$ cat config.mk
export PLATFORM = sky130hd
export DESIGN_NAME = systolic_skew_feeder
export DESIGN_NICKNAME = d
export VERILOG_FILES = /design/src/rtl/systolic_pkg.sv /design/src/rtl/skew_line.sv /design/src/rtl/systolic_skew_feeder.sv
export SDC_FILE = /design/constraint.sdc
export NUM_CORES = 1
export LEC_CHECK = 0
export CORE_MARGIN = 8
export CORE_UTILIZATION = 50
export CTS_CLUSTER_DIAMETER = 80
export DETAILED_ROUTE_END_ITERATION = 7
export GPL_ROUTABILITY_DRIVEN = 0
export GPL_TIMING_DRIVEN = 0
export MAX_ROUTING_LAYER = met4
export PLACE_DENSITY_LB_ADDON = 0.25
export RECOVER_POWER = 100
export SLEW_MARGIN = 0
export SYNTH_ARGS = -nofsm -noshare
export SYNTH_HDL_FRONTEND = slang
export SYNTH_SLANG_ARGS = --single-unit
$ cat constraint.sdc
create_clock -name clock_i -period 2.2 [get_ports clock_i]
set_input_delay 0.33 -clock clock_i [delete_from_list [all_inputs] [get_ports clock_i]]
set_output_delay 0.33 -clock clock_i [all_outputs]
set_load 0.01 [all_outputs]
$ cat src/rtl/systolic_pkg.sv
// Shared types and default sizing for the systolic MAC array and its feeders.
package systolic_pkg;

  typedef enum logic [1:0] {
    IDLE,
    STREAM,
    DRAIN
  } feeder_state_t;

  localparam int unsigned ARRAY_N = 4;
  localparam int unsigned DATA_W  = 8;

  // Width of a counter that must hold the values 0..n-1.
  function automatic int unsigned cnt_width(input int unsigned n);
    return (n > 1) ? $clog2(n) : 1;
  endfunction

endpackage

$ cat src/rtl/skew_line.sv
// Fixed-depth data/valid shift line: one lane's delay in the skew feeder.
module skew_line #(
  parameter int unsigned DEPTH  = 1,
  parameter int unsigned DATA_W = 8
) (
  input  logic              clock_i,
  input  logic              reset_i,
  input  logic [DATA_W-1:0] d_i,
  input  logic              v_i,
  output logic [DATA_W-1:0] q_o,
  output logic              v_o
);

  logic [DATA_W-1:0] r_data [DEPTH];
  logic [DEPTH-1:0]  r_vld;

  always_ff @(posedge clock_i) begin
    if (reset_i) begin
      for (int unsigned i = 0; i < DEPTH; i++) begin
        r_data[i] <= '0;
      end
      r_vld <= '0;
    end else begin
      r_data[0] <= d_i;
      r_vld[0]  <= v_i;
      for (int unsigned i = 1; i < DEPTH; i++) begin
        r_data[i] <= r_data[i-1];
        r_vld[i]  <= r_vld[i-1];
      end
    end
  end

  assign q_o = r_data[DEPTH-1];
  assign v_o = r_vld[DEPTH-1];

endmodule

$ cat src/rtl/systolic_skew_feeder.sv
// West-edge feeder: skews lane i by i cycles and appends an N-cycle zero drain per tile.
module systolic_skew_feeder
  import systolic_pkg::feeder_state_t, systolic_pkg::IDLE, systolic_pkg::STREAM,
         systolic_pkg::DRAIN;
#(
  parameter int unsigned N      = systolic_pkg::ARRAY_N,
  parameter int unsigned DATA_W = systolic_pkg::DATA_W
) (
  input  logic                clock_i,
  input  logic                reset_i,
  input  logic                in_valid_i,
  output logic                in_ready_o,
  input  logic [N*DATA_W-1:0] in_data_i,
  input  logic                in_last_i,
  output logic [N*DATA_W-1:0] a_o,
  output logic [N-1:0]        a_valid_o,
  output logic                busy_o,
  output logic                tile_done_o
);

  localparam int unsigned CntW = systolic_pkg::cnt_width(N);

  feeder_state_t r_state;
  feeder_state_t w_state_d;
  logic [CntW-1:0] r_cnt;
  logic [CntW-1:0] w_cnt_d;

  logic w_in_ready;
  logic w_accept;
  logic w_busy;
  logic w_tile_done;

  // Readiness depends on state only, so accept never loops back through the FSM decode.
  assign w_in_ready = (r_state != DRAIN);
  assign w_accept   = in_valid_i && w_in_ready;

  always_ff @(posedge clock_i) begin
    if (reset_i) begin
      r_state <= IDLE;
      r_cnt   <= '0;
    end else begin
      r_state <= w_state_d;
      r_cnt   <= w_cnt_d;
    end
  end

  always_comb begin
    w_state_d   = r_state;
    w_cnt_d     = r_cnt;
    w_busy      = 1'b0;
    w_tile_done = 1'b0;
    unique case (r_state)
      IDLE: begin
        if (w_accept) begin
          w_state_d = in_last_i ? DRAIN : STREAM;
          w_cnt_d   = '0;
        end
      end
      STREAM: begin
        w_busy = 1'b1;
        if (w_accept && in_last_i) begin
          w_state_d = DRAIN;
          w_cnt_d   = '0;
        end
      end
      DRAIN: begin
        w_busy = 1'b1;
        // N drain cycles cover the deepest lane (N registers).
        if (r_cnt == CntW'(N - 1)) begin
          w_state_d   = IDLE;
          w_cnt_d     = '0;
          w_tile_done = 1'b1;
        end else begin
          w_cnt_d = r_cnt + CntW'(1);
        end
      end
      default: begin
        w_state_d = IDLE;
        w_cnt_d   = '0;
      end
    endcase
  end

  assign in_ready_o  = w_in_ready;
  assign busy_o      = w_busy;
  assign tile_done_o = w_tile_done;

  for (genvar i = 0; i < N; i++) begin : g_lane
    logic [DATA_W-1:0] w_lane_d;

    // Non-accepted cycles inject a zero bubble so the skew keeps advancing.
    assign w_lane_d = w_accept ? in_data_i[i*DATA_W +: DATA_W] : '0;

    skew_line #(
      .DEPTH (i + 1),
      .DATA_W(DATA_W)
    ) u_skew_line (
      .clock_i(clock_i),
      .reset_i(reset_i),
      .d_i    (w_lane_d),
      .v_i    (w_accept),
      .q_o    (a_o[i*DATA_W +: DATA_W]),
      .v_o    (a_valid_o[i])
    );
  end

endmodule

==> results of run 1 <==
## cells by family after synthesis
| logic type | share of synthesized area [%] |
|---|---|
| muxes | 1.087 |
| buffers and inverters | 9.243 |
| adders and majority gates | 2.266 |
| and+or+nand+nor | 22.07 |
| DFF | 63.80 |
| AOI/OAI and AO/OA | 1.541 |
## routing by layer
layer  global-route usage, %  vias to the layer above  routed length (um)
li1                        -                      869                   -
met1                   12.32                      740                1784
met2                   17.98                       53                2093
met3                   5.985                       11                 420
met4                   7.906                        0                 115
met5                       -                        -                   0
## layout by cell type (no fill, tap or decap), types with 2 or more instances in the layout
master / Yosys / routed
dfxtp_1: 88 / 88
nor2b_1: 52 / 52
dlygate4sd3_1: 0 / 39
clkdlybuf4s50_1: 0 / 35
buf_4: 28 / 28
and2_1: 33 / 21
and2_0: 0 / 12
clkbuf_8: 0 / 11
clkbuf_1: 9 / 10
nand2b_1: 6 / 6
ha_1: 5 / 5
inv_1: 3 / 3
nor2_1: 3 / 3
mux2i_1: 3 / 3
nand3b_1: 2 / 2
a21oi_1: 2 / 2
bufinv_16: 0 / 2
## critical path, cell delays in order (launching register included)
cell	delay, ns
dfxtp_1	0.36
inv_1	0.09
ha_1	0.24
inv_1	0.06
dlygate4sd3_1	0.59
## state kept, by name, summed over array words and instances, names as in the netlist
register	flops
r_state	2
r_cnt	2
g_lane.u_skew_line.r_vld	4
g_lane.u_skew_line.r_data	80
## area by class of cell
cell class,count,area share (%)
Sequential cell,88,46.29
Clock inverter,3,1.709
Clock buffer,12,4.076
Tap cell,72,2.367
Multi-Input combinational cell,111,19.40
Timing Repair Buffer,74,19.46
Buffer,37,6.410
Inverter,3,0.2959
## power by group through the flow
stage	sequential [mW]	clock [mW]	combinational, mW
6_report	1.74	1.20	0.483
5_1_grt	1.75	1.30	0.534
4_1_cts	1.74	1.23	0.528
3_5_place_dp	1.78	0	0.525
3_3_place_gp	1.78	0	0.515
2_1_floorplan	1.78	0	0.298
## worst max-delay path by stage
stage | slack (ns) | cells past startpoint | endpoint | from
6_report | 0.19 | 4 | in_ready_o | r_state[0]
5_1_grt | 0.11 | 4 | in_ready_o | r_state[0]
4_1_cts | 0.17 | 4 | tile_done_o | r_state[0]
3_5_place_dp | 0.32 | 4 | g_lane[2].u_skew_line.r_data[0][15] | reset_i
3_3_place_gp | 0.36 | 4 | g_lane[1].u_skew_line.r_data[0][9] | reset_i
2_1_floorplan | 0.70 | 5 | r_state[1] | r_state[0]
## per-stage QoR
step / setup slack (ns) / power, mW / utilization [%] / area (um^2) / std cells
2_1_floorplan: 0.6971 / 2.079 / - / 2761 / 239
5_1_grt: 0.1128 / 3.593 / 70.42 / 3806 / 400
3_5_place_dp: 0.3176 / 2.305 / 66.46 / 3592 / 385
4_1_cts: 0.1711 / 3.502 / 70.53 / 3812 / 400
6_report: 0.1908 / 3.422 / 70.42 / 3806 / 400
3_3_place_gp: 0.3554 / 2.292 / 66.46 / 3592 / 385
==> metrics.md, run 1 <==
| Metric | Value |
|---|---|
| Leakage power | approximately 1.7 nW |
| CTS Buf Count | 9 |
| Pre-Repair DR Iteration Count | 4 |
| Routed Antenna Nets | 0 |
| Status | completed |
| Fmax | around 500 MHz |
| Least-Margin Pin Slew | 0.4798 ns |
| Power Density | between 800 and 900 mW/mm^2 |
| Crit end category | output pin |
| Hold path cells | 1 |
| Synth area leader | dfxtp_1 |
| Layout cells sized above 1 | 13.11% |
| Synth warnings | 0 |
| Post-route minimum period | 2.009 ns |
| Switching Share | 21.58% |
| Worst hold start | g_lane[3].u_skew_line.r_data[0][7] |
| Clock power frac | 35.0% |
| Total core area | 0.005405 mm^2 |
| Most frequent cell after synthesis | dfxtp_1 |
| CTS tree | built |
| R2R Path Start | r_state[0] |
| Ys flop type | dfxtp_1 |
| First-pass GRT wire length | 7479 um |
| Clk root buf | clkbuf_8 |
| Die Area | 0.008157 mm^2 |
| Hold_buf cts | 0 |
| # resized after CTS | 0 |
| Total grt overflow | 0 |
| DR vias/cell | around 4.2 |
| Initial Util | approximately half |
| FF+latch count, synth | about 90 |
| Synthesized area | 0.002761 mm^2 |
| P&R area growth vs syn | 37.83% |
| CP max FO | 4 |
| Setup TNS | 0 ns |
| Post-synthesis sequential area ratio | 63.80% |
| Synth cell types | 17 |
| R2r setup slk | 0.55 ns |
| Setup repair bufs after CTS | 0 |
| N_diodes | 0 |
| Final Hold Fails | 0 |
| Number of I/O port buffers | 74 |
| Sequential cell area | between 0.0015 and 0.002 mm^2 |
| Pin count of the biggest net entering global routing | 14 |
| Total Routed Length | between 4000 and 5000 um |
| DRT iter0 DRCs | 45 |
| EDFF count, synth | 0 |
| Skew final | roughly 0.0047 ns |
| Ys async rst share | 0% |
| WL/cell | ~11 um |
| Min Hold Slack | around 0.44 ns |
| Max-Cap Viols | 0 |
| Average size of a mapped cell | ~12 um^2 |
| DIE HEIGHT | 90.32 um |
| Drt drc | 0 |
| Int Power | 2.684 mW |
| GRT Util Overall | 12.03% |
| Number of I/O pins | between 70 and 80 |
| Final Setup Violations | 0 |
| Relative slew slack | just under 70% |
| Pins Over Slew Limit | 0 |
| Final worst-path cycle share | roughly nine tenths |
| Initial antenna violation count | 0 |
| Worst min path class | reg2reg |
| Net count after synthesis | 280 |
| Multi-input logic area | approximately 740 um^2 |
| Via Count | 1673 |
| VDD IR-drop max | ~0.68 mV |
| R2R cell count | 5 |
| Sequential share of power | ~51% |
| Post-synthesis cell count | 239 |
| CTS clock-pin slew for the worst setup and hold paths | 0.08 ns |
| Top-area cell type share of the netlist area | a little under two thirds |
| RSZ-0062 raised after global routing | no |
| Worst EP required | 1.87 ns |
| H-tree depth | 3 |
| Vias in the first global route | about 1700 |
| Clock net sink count | slightly below 90 |
| FP Rows | 27 |
| Fin nets | between 300 and 400 |
| Post-synth top cells | dfxtp_1 (88), nor2b_1 (52), and2_1 (33) |
| CP startpoint kind | flop |
| Clock Latency Late Sink | between 0.3 and 0.4 ns |
| Worst setup path class | reg2out |
| DPL Wire Length | around 3300 um |
| Hold Path Sink | g_lane[3].u_skew_line.r_data[0][15] |
| Worst Path Arrival | roughly 1.7 ns |
| Reg-to-reg endpoint | r_state[1] |
| Gate power share | 14.1% |
| Number of fill cells in the layout | around 430 |
| Net Sw Power | approximately 740 uW |
| Max Root-Sink Buffers | 2 |
| Synth top area cells | dfxtp_1 (64%), nor2b_1 (12%), buf_4 (7.6%), and2_1 (7.5%), ha_1 (2.3%) |
| DIE WIDTH | ~90 um |
No activity file was read; power rests on OpenSTA's default activity.
==> run 2, diff against run 1 <==
--- a/config.mk
+++ b/config.mk
@@ -6,7 +6,7 @@
 export NUM_CORES = 1
 export LEC_CHECK = 0
 export CORE_MARGIN = 8
-export CORE_UTILIZATION = 50
+export CORE_UTILIZATION = 47
 export CTS_CLUSTER_DIAMETER = 80
 export DETAILED_ROUTE_END_ITERATION = 7
 export GPL_ROUTABILITY_DRIVEN = 0
@@ -14,6 +14,7 @@
 export MAX_ROUTING_LAYER = met4
 export PLACE_DENSITY_LB_ADDON = 0.25
 export RECOVER_POWER = 100
+export SKIP_LAST_GASP = 1
 export SLEW_MARGIN = 0
 export SYNTH_ARGS = -nofsm -noshare
 export SYNTH_HDL_FRONTEND = slang
==> constraint.sdc (replaced) <==
create_clock -name clock_i -period 2.3 [get_ports clock_i]
set_input_delay 0.345 -clock clock_i [delete_from_list [all_inputs] [get_ports clock_i]]
set_output_delay 0.345 -clock clock_i [all_outputs]
set_load 0.01 [all_outputs]
==> metrics.md, run 2 (synthesized netlist as in run 1, its figures left out) <==
| Metric | Value |
|---|---|
| Most used cell, CP | inv_1 |
| Placed cell areas | 0.003596 mm^2 (+0.10%) |
| Die Area | 0.008584 mm^2 (+5.2%) |
| Worst Path Arrival | 1.70 ns (+0.02 ns) |
| Finished Core Util | 65.38% (-5.0 points) |
| Leading cell types in the layout, fill and taps excluded | dfxtp_1 (88), nor2b_1 (52), dlygate4sd3_1 (39) |
| Post-route cell area | 0.003802 mm^2 (about the same) |
| Via Count | 1679 (+0.36%) |
| Least-Margin Pin Slew | 0.4805 ns (+0.0007007 ns) |
| Skew final | 0.008492 ns (+0.003778 ns) |
| CTS tree | built |
| Clk root buf | clkbuf_8 |
| Setup TNS | 0 ns (unchanged) |
| Setup repair bufs after CTS | 0 (unchanged) |
| First-pass GRT wire length | 7734 um (+3.4%) |
| Leakage power | 1.665 nW (-0.86%) |
| Initial antenna violation count | 0 (unchanged) |
| Fin nets | 365 (unchanged) |
| R2R Path Start | r_state[0] |
| Final worst-path cycle share | 88.92% |
| Layout cells sized above 1 | 13.07% (-0.040 points) |
| Final Setup Violations | 0 (unchanged) |
| Largest registers | g_lane.u_skew_line.r_data (80), g_lane.u_skew_line.r_vld (4) |
| Pin count of the biggest net entering global routing | 15 (+1) |
| N_diodes | 0 (unchanged) |
| Pre-CTS WS | 0.3166 ns (-0.0009840 ns) |
| Number of I/O pins | 75 (unchanged) |
| Crit path from | r_state[0] |
| Fmax | around 490 MHz |
| DR vias/cell | 4.156 (-0.64%) |
| Top reg by flops | g_lane.u_skew_line.r_data |
| Worst hold start | g_lane[1].u_skew_line.r_data[0][1] |
| Crit end category | output pin |
| FP Rows | 28 (+3.7%) |
| P&R area growth vs syn | 37.70% (about the same) |
| Post-route minimum period | approximately 2.0 ns |
| CP startpoint kind | flop |
| Worst min path class | reg2reg |
| Pre-Repair DR Iteration Count | 4 (unchanged) |
| CP max FO | 4 (unchanged) |
| H-tree depth | 3 (unchanged) |
| Clock net sink count | 88 (unchanged) |
| CP max stage delay | 0.60 ns (about the same) |
| Crit path max-delay family | buffers and inverters |
| DIE HEIGHT | 92.65 um (+2.6%) |
| Slowest-stage cell, CP | dlygate4sd3_1 |
| Total core area | 0.005816 mm^2 (+7.6%) |
| CTS clock-pin slew for the worst setup and hold paths | 0.08 ns (about the same) |
| DPL Wire Length | 3505 um (+6.4%) |
| GRT Util Overall | 12.21% (+0.17 points) |
| Worst setup path class | reg2out |
| Most common cell after layout, fill and taps aside | dfxtp_1 |
| Vias in the first global route | 1729 (+3.5%) |
| RSZ-0062 raised after global routing | no |
| Total grt overflow | 0 (unchanged) |
| Initial Util | 47.48% (-3.6 points) |
| WL/cell | 11.63 um (+5.4%) |
| Clock Latency Late Sink | 0.34 ns (about the same) |
| # resized after CTS | 0 (unchanged) |
| Max reg flops | 80 (unchanged) |
| Routed Antenna Nets | 0 (unchanged) |
| CTS Buf Count | 9 (unchanged) |
| Relative slew slack | 67.97% (about the same) |
| Worst EP required | 1.96 ns (+0.09 ns) |
| Power Density | 855.9 mW/mm^2 (-4.8%) |
| Status | completed |
| Final Hold Fails | 0 (unchanged) |
| DRT iter0 DRCs | 23 (-49%) |
| CP Cell Sequence | inv_1 > ha_1 > inv_1 > dlygate4sd3_1 |
| Max-Cap Viols | 0 (unchanged) |
| Total Routed Length | 4697 um (+6.4%) |
| Drt drc | 0 (unchanged) |
| DIE WIDTH | 92.65 um (+2.6%) |
| Setup ws final | 0.2549 ns (+0.06406 ns) |
| Hold_buf cts | 0 (unchanged) |
| Pins Over Slew Limit | 0 (unchanged) |
| Count of buffer and inverter cells on the critical path | 3 (unchanged) |
| VDD IR-drop max | 0.5373 mV (-21%) |
| Number of I/O port buffers | 74 (unchanged) |
| Max Root-Sink Buffers | 2 (unchanged) |
[run 2: cell types whose count changed in the layout (fill, tap and decap cells not counted), sizes merged]
cell	before	now
clkinv	1	2
clkbuf	21	20
clkinvlp	0	1
[run 2: through the flow]
stage / power (mW) / instances / hold WS [ns]
after floorplan: 1.989 / 239 / 0.4138
after global placement: 2.193 / 388 / 0.4166
after detailed placement: 2.208 / 388 / 0.4204
after CTS: 3.317 / 404 / 0.4330
after global routing: 3.423 / 404 / 0.4556
final: 3.254 / 404 / 0.4278
[run 2: path summary, 6_finish.rpt]
path,to,slack (ns),cells past startpoint
min,g_lane[1].u_skew_line.r_data[0][9],0.43,1
max reg2reg,r_state[1],0.64,5
min reg2reg,g_lane[1].u_skew_line.r_data[0][9],0.43,1
max,in_ready_o,0.25,4
[run 2: layer usage]
metal	routed length, um	global-route usage, %
met2	2382	20.44
met4	118	7.248
met5	0	-
met1	1805	11.31
met3	390	5.502
[run 2: cell type report]
cell class	count	area (um^2)
Multi-Input combinational cell	111	738.2
Clock buffer	11	131.4
Timing Repair Buffer	74	740.7
Sequential cell	88	1762
Tap cell	75	93.84
Fill cell	492	2013
Inverter	3	11.26
Buffer	37	244.0
Clock inverter	5	81.33
[run 2: power by group]
group	internal (mW)	switching (mW)	leakage (nW)
combinational	0.268	0.196	0.845
sequential	1.63	0.0330	0.716
clock	0.613	0.511	0.104
